==> src/rtl/fifo_uart_tx.sv <==
// fifo_uart_tx: drains an 8-bit FIFO one byte at a time and serialises each byte
// as start(0), 8 data bits LSB first, [even parity], stop(1); CLKS_PER_BIT clocks per bit.
// Optional feature macro: PARITY_EN (inserts an even-parity bit between data and stop).
module fifo_uart_tx #(
    parameter int unsigned CLKS_PER_BIT = 4
) (
    input  logic       ck,
    input  logic       reset,
    input  logic       empty,
    input  logic [7:0] fifo_data,
    output logic       remove,
    output logic       tx,
    output logic       busy
);

    localparam int unsigned DATA_W = 8;
    localparam int unsigned CNT_W  = 16;
    localparam int unsigned BIT_W  = 3;

`ifdef PARITY_EN
    typedef enum logic [2:0] {IDLE, START, DATA, PARITY, STOP} state_t;
`else
    typedef enum logic [2:0] {IDLE, START, DATA, STOP} state_t;
`endif

    state_t              state, state_nxt;
    logic [CNT_W-1:0]    baud_cnt, baud_nxt;
    logic [BIT_W-1:0]    bit_cnt, bit_nxt;
    logic [DATA_W-1:0]   shift_reg, shift_nxt;
    logic                tx_nxt, busy_nxt;
    logic                baud_wrap;
`ifdef PARITY_EN
    logic                parity, parity_nxt;
`endif

    assign baud_wrap = (baud_cnt == CNT_W'(CLKS_PER_BIT - 1));

    // State, counters, shift register and registered line outputs
    always_ff @(posedge ck) begin
        if (reset) begin
            state     <= IDLE;
            baud_cnt  <= '0;
            bit_cnt   <= '0;
            shift_reg <= '0;
            tx        <= 1'b1;
            busy      <= 1'b0;
`ifdef PARITY_EN
            parity    <= 1'b0;
`endif
        end else begin
            state     <= state_nxt;
            baud_cnt  <= baud_nxt;
            bit_cnt   <= bit_nxt;
            shift_reg <= shift_nxt;
            tx        <= tx_nxt;
            busy      <= busy_nxt;
`ifdef PARITY_EN
            parity    <= parity_nxt;
`endif
        end
    end

    // Next-state, next-output and pop strobe; every advance happens on a baud wrap
    always_comb begin
        state_nxt = state;
        bit_nxt   = bit_cnt;
        shift_nxt = shift_reg;
        tx_nxt    = tx;
        busy_nxt  = busy;
`ifdef PARITY_EN
        parity_nxt = parity;
`endif
        remove    = (state == IDLE) & ~empty & ~reset;
        baud_nxt  = (state == IDLE || baud_wrap) ? '0 : baud_cnt + CNT_W'(1);

        case (state)
            IDLE: begin
                tx_nxt   = 1'b1;
                busy_nxt = 1'b0;
                if (remove) begin
                    state_nxt = START;
                    shift_nxt = fifo_data;
                    tx_nxt    = 1'b0;
                    busy_nxt  = 1'b1;
`ifdef PARITY_EN
                    parity_nxt = ^fifo_data;
`endif
                end
            end
            START: begin
                if (baud_wrap) begin
                    state_nxt = DATA;
                    bit_nxt   = '0;
                    tx_nxt    = shift_reg[0];
                end
            end
            DATA: begin
                if (baud_wrap) begin
                    if (bit_cnt == BIT_W'(DATA_W - 1)) begin
`ifdef PARITY_EN
                        state_nxt = PARITY;
                        tx_nxt    = parity;
`else
                        state_nxt = STOP;
                        tx_nxt    = 1'b1;
`endif
                    end else begin
                        bit_nxt   = bit_cnt + BIT_W'(1);
                        shift_nxt = shift_reg >> 1;
                        tx_nxt    = shift_reg[1];
                    end
                end
            end
`ifdef PARITY_EN
            PARITY: begin
                if (baud_wrap) begin
                    state_nxt = STOP;
                    tx_nxt    = 1'b1;
                end
            end
`endif
            STOP: begin
                if (baud_wrap) begin
                    state_nxt = IDLE;
                    tx_nxt    = 1'b1;
                    busy_nxt  = 1'b0;
                end
            end
            default: begin
                state_nxt = IDLE;
                tx_nxt    = 1'b1;
                busy_nxt  = 1'b0;
            end
        endcase
    end

endmodule

==> config.mk <==
export PLATFORM = sky130hd
export DESIGN_NAME = fifo_uart_tx
export DESIGN_NICKNAME = d
export VERILOG_FILES = /design/src/rtl/fifo_uart_tx.sv
export SDC_FILE = /design/constraint.sdc
export NUM_CORES = 1
export LEC_CHECK = 0
export BUFFER_PORTS_ARGS = -buffer_cell sky130_fd_sc_hd__buf_2
export CORE_AREA = 2 2 82 52
export CTS_CLUSTER_DIAMETER = 50
export DETAILED_ROUTE_END_ITERATION = 16
export DIE_AREA = 0 0 84 54
export SYNTH_ARGS = -nofsm -noshare
export SYNTH_HDL_FRONTEND = slang
export SYNTH_SLANG_ARGS = --single-unit
==> constraint.sdc <==
create_clock -name ck -period 3.2 [get_ports ck]
set_input_delay 0.32 -clock ck [delete_from_list [all_inputs] [get_ports ck]]
set_output_delay 0.32 -clock ck [all_outputs]
set_load 0.005 [all_outputs]
==> reports/metrics.yaml, run 1 <==
job:
  maxCapViolCount: 0
run_status:
  status: "complete, no violations"
logic_synthesis:
  ys_warn_count: 0
  synth_cell_types: 39
  synth_flop_cell: "dfxtp_1"
  syn_inst: 188
  synth_area_um2: 1645
  synthesis.area_per_instance_um2: 8.752
  syn_nets: 207
  synthArstFlopShare_pct: 0
  synth_edf_count: 0
  yosysSeqAreaShare_pct: 37.72
  synth-seq-cells: 31
die:
  dieArea_um2: 4536
  ioPinCount: 14
  coreArea_um2: 3896
  die_y_um: 54
  die_w_um: 84
  initial_core_util_pct: 42.23
  rows: 18
min_path:
  hold_start: "empty"
  hold_depth: 5
  hold_end: "tx"
  hold_class: "in2reg"
power_and_ir_drop:
  power_density_nw_per_um2: 771.7
  ir_worst_vdd_mv: 0.3975
  p_leak_uw: 0.0006603
drt:
  drt_iter0_drc: 103
  vias: 1381
  drc: 0
  wl_per_cell_um: 14.16
  ant_nets: 0
  dr.pass1.iters: 4
  viasPerCell: 5.502
  routed_wl_um: 3555
timing:
  skew_ns: 0.006090
  setup_viol: 0
  drv_slew: 0
  slew_headroom_pct: 37.15
  setup_slack_ns: 0.6933
  final.period_utilization_pct: 78.34
  fin_tns_setup_ns: 0
  maxClockFrequency_ghz: 0.3989
  grt_setup_unrepaired: "false"
  hold_viol_final: 0
  worst_pin_slew_ns: 0.9428
  period_minus_slack_ns: 2.507
global_route:
  grt_overflow: 0
  track_usage_pct: 17.62
  antenna_found_initial: 0
  grt_max_degree: 28
  first_global_vias: 1359
  grt_pass1_wl_um: 6203
cts:
  clkSinkCount: 31
  cts_tree: "built"
  root_buffer: "clkbuf_8"
  hold_buffers: 0
  cts.htree.levels: 2
  post_cts_buffers: 0
  clk_pin_slew_ns: 0.07
  clk_latency_ns: 0.28
  clock_path_buffers: 2
  cts_buffers: 5
  cts_resized: 0
finish:
  largest_register_ffs: 16
  area_growth_pct: 12.85
  antenna_cells: 0
  fin_nets: 219
  instances_no_fill: 251
  drive_gt1_share_pct: 17.41
  fill_cells: 369
worst_setup_path:
  required_ns: 3.38
  worstSetupEndpointType: "register"
  ff2ff_path_depth: 5
  worstPathMaxFanout: 27
  reg2reg_slack_ns: 0.69
  cp.arrival_ns: 2.68
  start_kind: "register"
  setup.worst_path.class: "reg2reg"
  r2r-end: "shift_reg[6]"
  regToRegStartpoint: "state[1]"
placement:
  portBuffers: 13
  hpwl_um: 2511
  dp_slack_ns: 0.7221
  dp.cells: 243
  gp_congestion: 0.7771
## per-layer routing
| metal | GRT usage (%) | wire (um) |
|---|---|---|
| met5 | 0 | 0 |
| met3 | 4.601 | 201 |
| met2 | 27.47 | 1502 |
| met1 | 23.71 | 1832 |
| met4 | 6.989 | 19 |
## cell type report
class	instances	area (um^2)	share of cell area [%]
clock buffers	6	82.58	4.447
flip-flops and latches	31	620.6	33.42
well taps	50	62.56	3.369
clock inverters	2	35.03	1.887
repair buffers	14	72.57	3.908
multi-input cells	134	930.9	50.13
inverters	14	52.55	2.830
## stage by stage
step | total power, uW | hold slack [ns] | utilization, % | instance area, um^2
CTS | 1436 | 0.4325 | 47.66 | 1857
detailed placement | 1035 | 0.4452 | 44.64 | 1739
global route | 1534 | 0.4500 | 47.66 | 1857
global placement | 1008 | 0.4390 | 44.64 | 1739
finish | 1433 | 0.4327 | 47.66 | 1857
floorplan | 921.2 | 0.4303 | - | 1645
## Yosys cell counts, drive strengths merged, types with 2 or more instances
cell | n | area [um^2]
inv | 13 | 48.80
buf | 7 | 33.78
o21ai | 4 | 20.01
nor2 | 22 | 82.58
nand2b | 2 | 12.51
mux2 | 7 | 78.83
and3 | 2 | 12.51
o41ai | 3 | 26.28
ha | 8 | 100.1
o211ai | 3 | 22.52
or3 | 2 | 12.51
nor3 | 5 | 25.02
clkbuf | 2 | 7.510
nand3 | 7 | 35.03
nand2 | 9 | 33.78
dfxtp | 31 | 620.6
xnor2 | 13 | 113.9
a211oi | 16 | 120.1
or2 | 2 | 12.51
a31oi | 2 | 12.51
nor4 | 8 | 62.56
nand4 | 6 | 37.54
## logic make-up (layout without fill, tap and decap cells)
family,after synthesis,in the layout,share of synthesized area (%)
mux,8,8,5.400
fa+ha+maj,8,8,6.084
simple gates,70,70,22.59
xor+xnor,14,14,7.453
compound gates,34,34,15.06
buf+inv,23,36,5.703
flops,31,31,37.72
## power breakdown
group | switching (uW) | leakage, uW | internal (uW)
Combinational | 308 | 0.000347 | 213
Sequential | 52.0 | 0.000252 | 462
Clock | 146 | 0.0000612 | 252
## placed cells by master (no fill, tap or decap), types with 7 or more instances in the layout
cell and instances:
dfxtp_1 31, xnor2_1 13, nand2_1 9, buf_2 13, inv_1 13, mux2_2 7, ha_1 8, nor2_1 22
nand3_1 7, a211oi_1 16
## worst max path at each step
stage              from           end  slack [ns]
2_1_floorplan  state[0]      state[0]        1.45
3_3_place_gp   state[0]  shift_reg[0]        0.93
3_5_place_dp   state[1]  shift_reg[6]        0.72
4_1_cts        state[1]  shift_reg[6]        0.71
5_1_grt        state[1]  shift_reg[6]        0.52
6_report       state[1]  shift_reg[6]        0.69
## worst max-delay path, stage by stage (launching register included)
cell and delay [ns]:
dfxtp_1 0.44, ha_1 0.82, nor2_1 0.14, a211o_1 0.43, a21o_1 0.28, a211oi_1 0.29
Power figures use the tool's default switching activity.
==> inputs of run 2 (changes only) <==
ABC_AREA = 1   (was unset)
CORE_AREA = 2 2 84 54   (was 2 2 82 52)
DIE_AREA = 0 0 86 56   (was 0 0 84 54)
clock period = 2.3 ns   (was 3.2 ns; I/O delays follow)
==> reports/metrics.yaml, run 2 <==
drt:
  drc: 0  # unchanged
  ant_nets: 0  # unchanged
  routed_wl_um: 3788  # +6.6%
  wl_per_cell_um: 11.55  # -18%
  viasPerCell: 4.738  # -14%
  dr.pass1.iters: 4  # unchanged
  drt_iter0_drc: 104  # +0.97%
  vias: 1554  # +13%
timing:
  fin_tns_setup_ns: 0  # unchanged
  hold_viol_final: 0  # unchanged
  skew_ns: 0.006991  # +0.0009010 ns
  drv_slew: 0  # unchanged
  period_minus_slack_ns: 1.820  # -0.6871 ns
  slew_headroom_pct: 65.02  # +28 points
  setup_viol: 0  # unchanged
  grt_setup_unrepaired: "false"
  worst_pin_slew_ns: 0.5247  # -0.4181 ns
  maxClockFrequency_ghz: 0.5496  # +38%
  fin_hold_ws_ns: 0.1427  # -0.2900 ns
  final.period_utilization_pct: 79.11  # +0.78 points
finish:
  fin_nets: 296  # +35%
  drive_gt1_share_pct: 11.87  # -5.5 points
  fill_cells: 405  # +9.8%
  finish.utilization_pct: 49.50  # +1.8 points
  final_cell_mix: "nand2_1, nor2_1, dfxtp_1"
  layout_commonest_cell: "nand2_1"
  largest_register_ffs: 16  # unchanged
  area_growth_pct: 13.62
  antenna_cells: 0  # unchanged
global_route:
  antenna_found_initial: 0  # unchanged
  top_usage_layer: "met1"
  use_met3_pct: 5.045  # +0.44 points
  grt_overflow: 0  # unchanged
  grt_pass1_wl_um: 6472  # +4.3%
  use_met2_pct: 20.71  # -6.8 points
  met1_usage_pct: 28.03  # +4.3 points
  track_usage_pct: 17.19  # -0.43 points
  grt_max_degree: 17  # -39%
  first_global_vias: 1356  # -0.22%
cts:
  cts.htree.levels: 2  # unchanged
  cts_tree: "built"
  cts_buffers: 5  # unchanged
  clk_pin_slew_ns: 0.07  # about the same
  clkSinkCount: 31  # unchanged
  cts_resized: 0  # unchanged
  root_buffer: "clkbuf_8"
  clock_path_buffers: 2  # unchanged
  hold_buffers: 0  # unchanged
  clk_latency_ns: 0.28  # about the same
  post_cts_buffers: 0  # unchanged
logic_synthesis:
  synth_fa_ha_area_share_pct: 5.764  # -0.32 points
  synth_xor_area_share_pct: 1.513  # -5.9 points
  syn_inst: 260  # +38%
  yosysMostFrequentCell: "nand2_1"
  synth_area_um2: 1737  # +5.6%
  synthDominantCellAreaShare_pct: 35.73  # -2.0 points
  synthesis.area_per_instance_um2: 6.679  # -24%
  synth_edf_count: 0  # unchanged
  yosysTopAreaCell: "dfxtp_1"
  synth-seq-cells: 31  # unchanged
  synth_flop_cell: "dfxtp_1"
  synth_top_family_by_area: "simple AND/OR/NAND/NOR gates"
  synthMuxAreaShare_pct: 3.458  # -1.9 points
  synth_top_cells_by_area: "dfxtp_1, nand2_1, nor2_1, nand3_1, inv_1"
  syn_nets: 279  # +35%
  synth_cell_types: 28  # -28%
  synth_commonest_cells: "nand2_1, nor2_1, dfxtp_1"
  ys_warn_count: 0  # unchanged
  synth-compound-area-share_pct: 7.493  # -7.6 points
  yosysSeqAreaShare_pct: 35.73  # -2.0 points
  synthArstFlopShare_pct: 0  # unchanged
  synth-simple-area-share_pct: 38.18  # +16 points
worst_setup_path:
  max_stage_delay_ns: 0.48  # -0.34 ns
  required_ns: 2.48  # -0.90 ns
  worstPathCellList: "inv_1 -> ha_1 -> inv_2 -> nand2_1 -> and3_1 -> nand3_1 -> nand2_1 -> nor2_1"
  worstSetupEndpointType: "register"
  slowest_stage: "and3_1"
  setup.worst_path.class: "reg2reg"
  start_kind: "register"
  cp.arrival_ns: 2.00  # -0.68 ns
  cp-startpoint: "state[0]"
  worstPathMaxFanout: 16  # -41%
  critPathMostFrequentCell: "nand2_1"
  regToRegStartpoint: "state[0]"
  path_buf_inv: 2  # +2
  critPathTopFamily: "simple AND/OR/NAND/NOR gates"
die:
  ioPinCount: 14  # unchanged
  rows: 18  # unchanged
  die_w_um: 86  # +2.4%
  dieArea_um2: 4816  # +6.2%
  die_y_um: 56  # +3.7%
  coreArea_um2: 3986  # +2.3%
  initial_core_util_pct: 43.57  # +1.3 points
power_and_ir_drop:
  p_leak_uw: 0.0008485  # +29%
  ir_worst_vdd_mv: 0.6788  # +71%
  power_density_nw_per_um2: 915.6  # +19%
  power.total_uw: 1807  # +26%
min_path:
  hold_start: "reset"
  hold_class: "in2reg"
placement:
  hpwl_um: 2843  # +13%
  portBuffers: 13  # unchanged
  gp_congestion: 0.8246  # +6.1%
run_status:
  status: "complete, no violations"
job:
  maxCapViolCount: 0  # unchanged
## run 2: metrics by stage
step                      cell area, um^2  worst slack [ns]  instances
after floorplan                      1737            0.7421        260
after global placement               1856            0.5669        320
after detailed placement             1856            0.5305        320
after CTS                            1973            0.4875        328
after global routing                 1973            0.3236        328
final                                1973            0.4804        328
## run 2: layout make-up
type                    count  area, um^2  area share [%]
clock buffers               6       82.58           4.185
well taps                  50       62.56           3.171
multi-input cells         195       979.7           49.65
clock inverters             2       35.03           1.776
inverters                  28       105.1           5.327
flip-flops and latches     31       620.6           31.45
repair buffers             16       87.58           4.439
## run 2: metal layers
metal | vias up | wire (um)
li1 | 864 | -
met1 | 662 | 2286
met2 | 26 | 1324
met3 | 2 | 161
met4 | 0 | 16
met5 | - | 0
## run 2: final timing paths
| check | endpoint | slack (ns) | depth (start not counted) |
|---|---|---|---|
| worst max-delay path | shift_reg[1] | 0.48 | 8 |
| worst min-delay path | shift_reg[7] | 0.14 | 2 |
| worst max register to register | shift_reg[1] | 0.48 | 8 |
| worst min register to register | baud_cnt[0] | 0.47 | 1 |
## run 2: logic make-up (layout without fill, tap and decap cells)
kind of cell | after synthesis | count (layout)
and+or+nand+nor | 153 | 153
buffers and inverters | 34 | 52
DFF | 31 | 31
AOI/OAI and AO/OA | 25 | 25
adders and majority gates | 8 | 8
muxes | 6 | 6
xor gates and xnor gates | 3 | 3
## run 2: power breakdown
part / internal (uW) / switching [uW] / leakage [uW]
registers: 618 / 52.4 / 0.000253
clock network: 351 / 213 / 0.0000612
logic: 224 / 350 / 0.000535
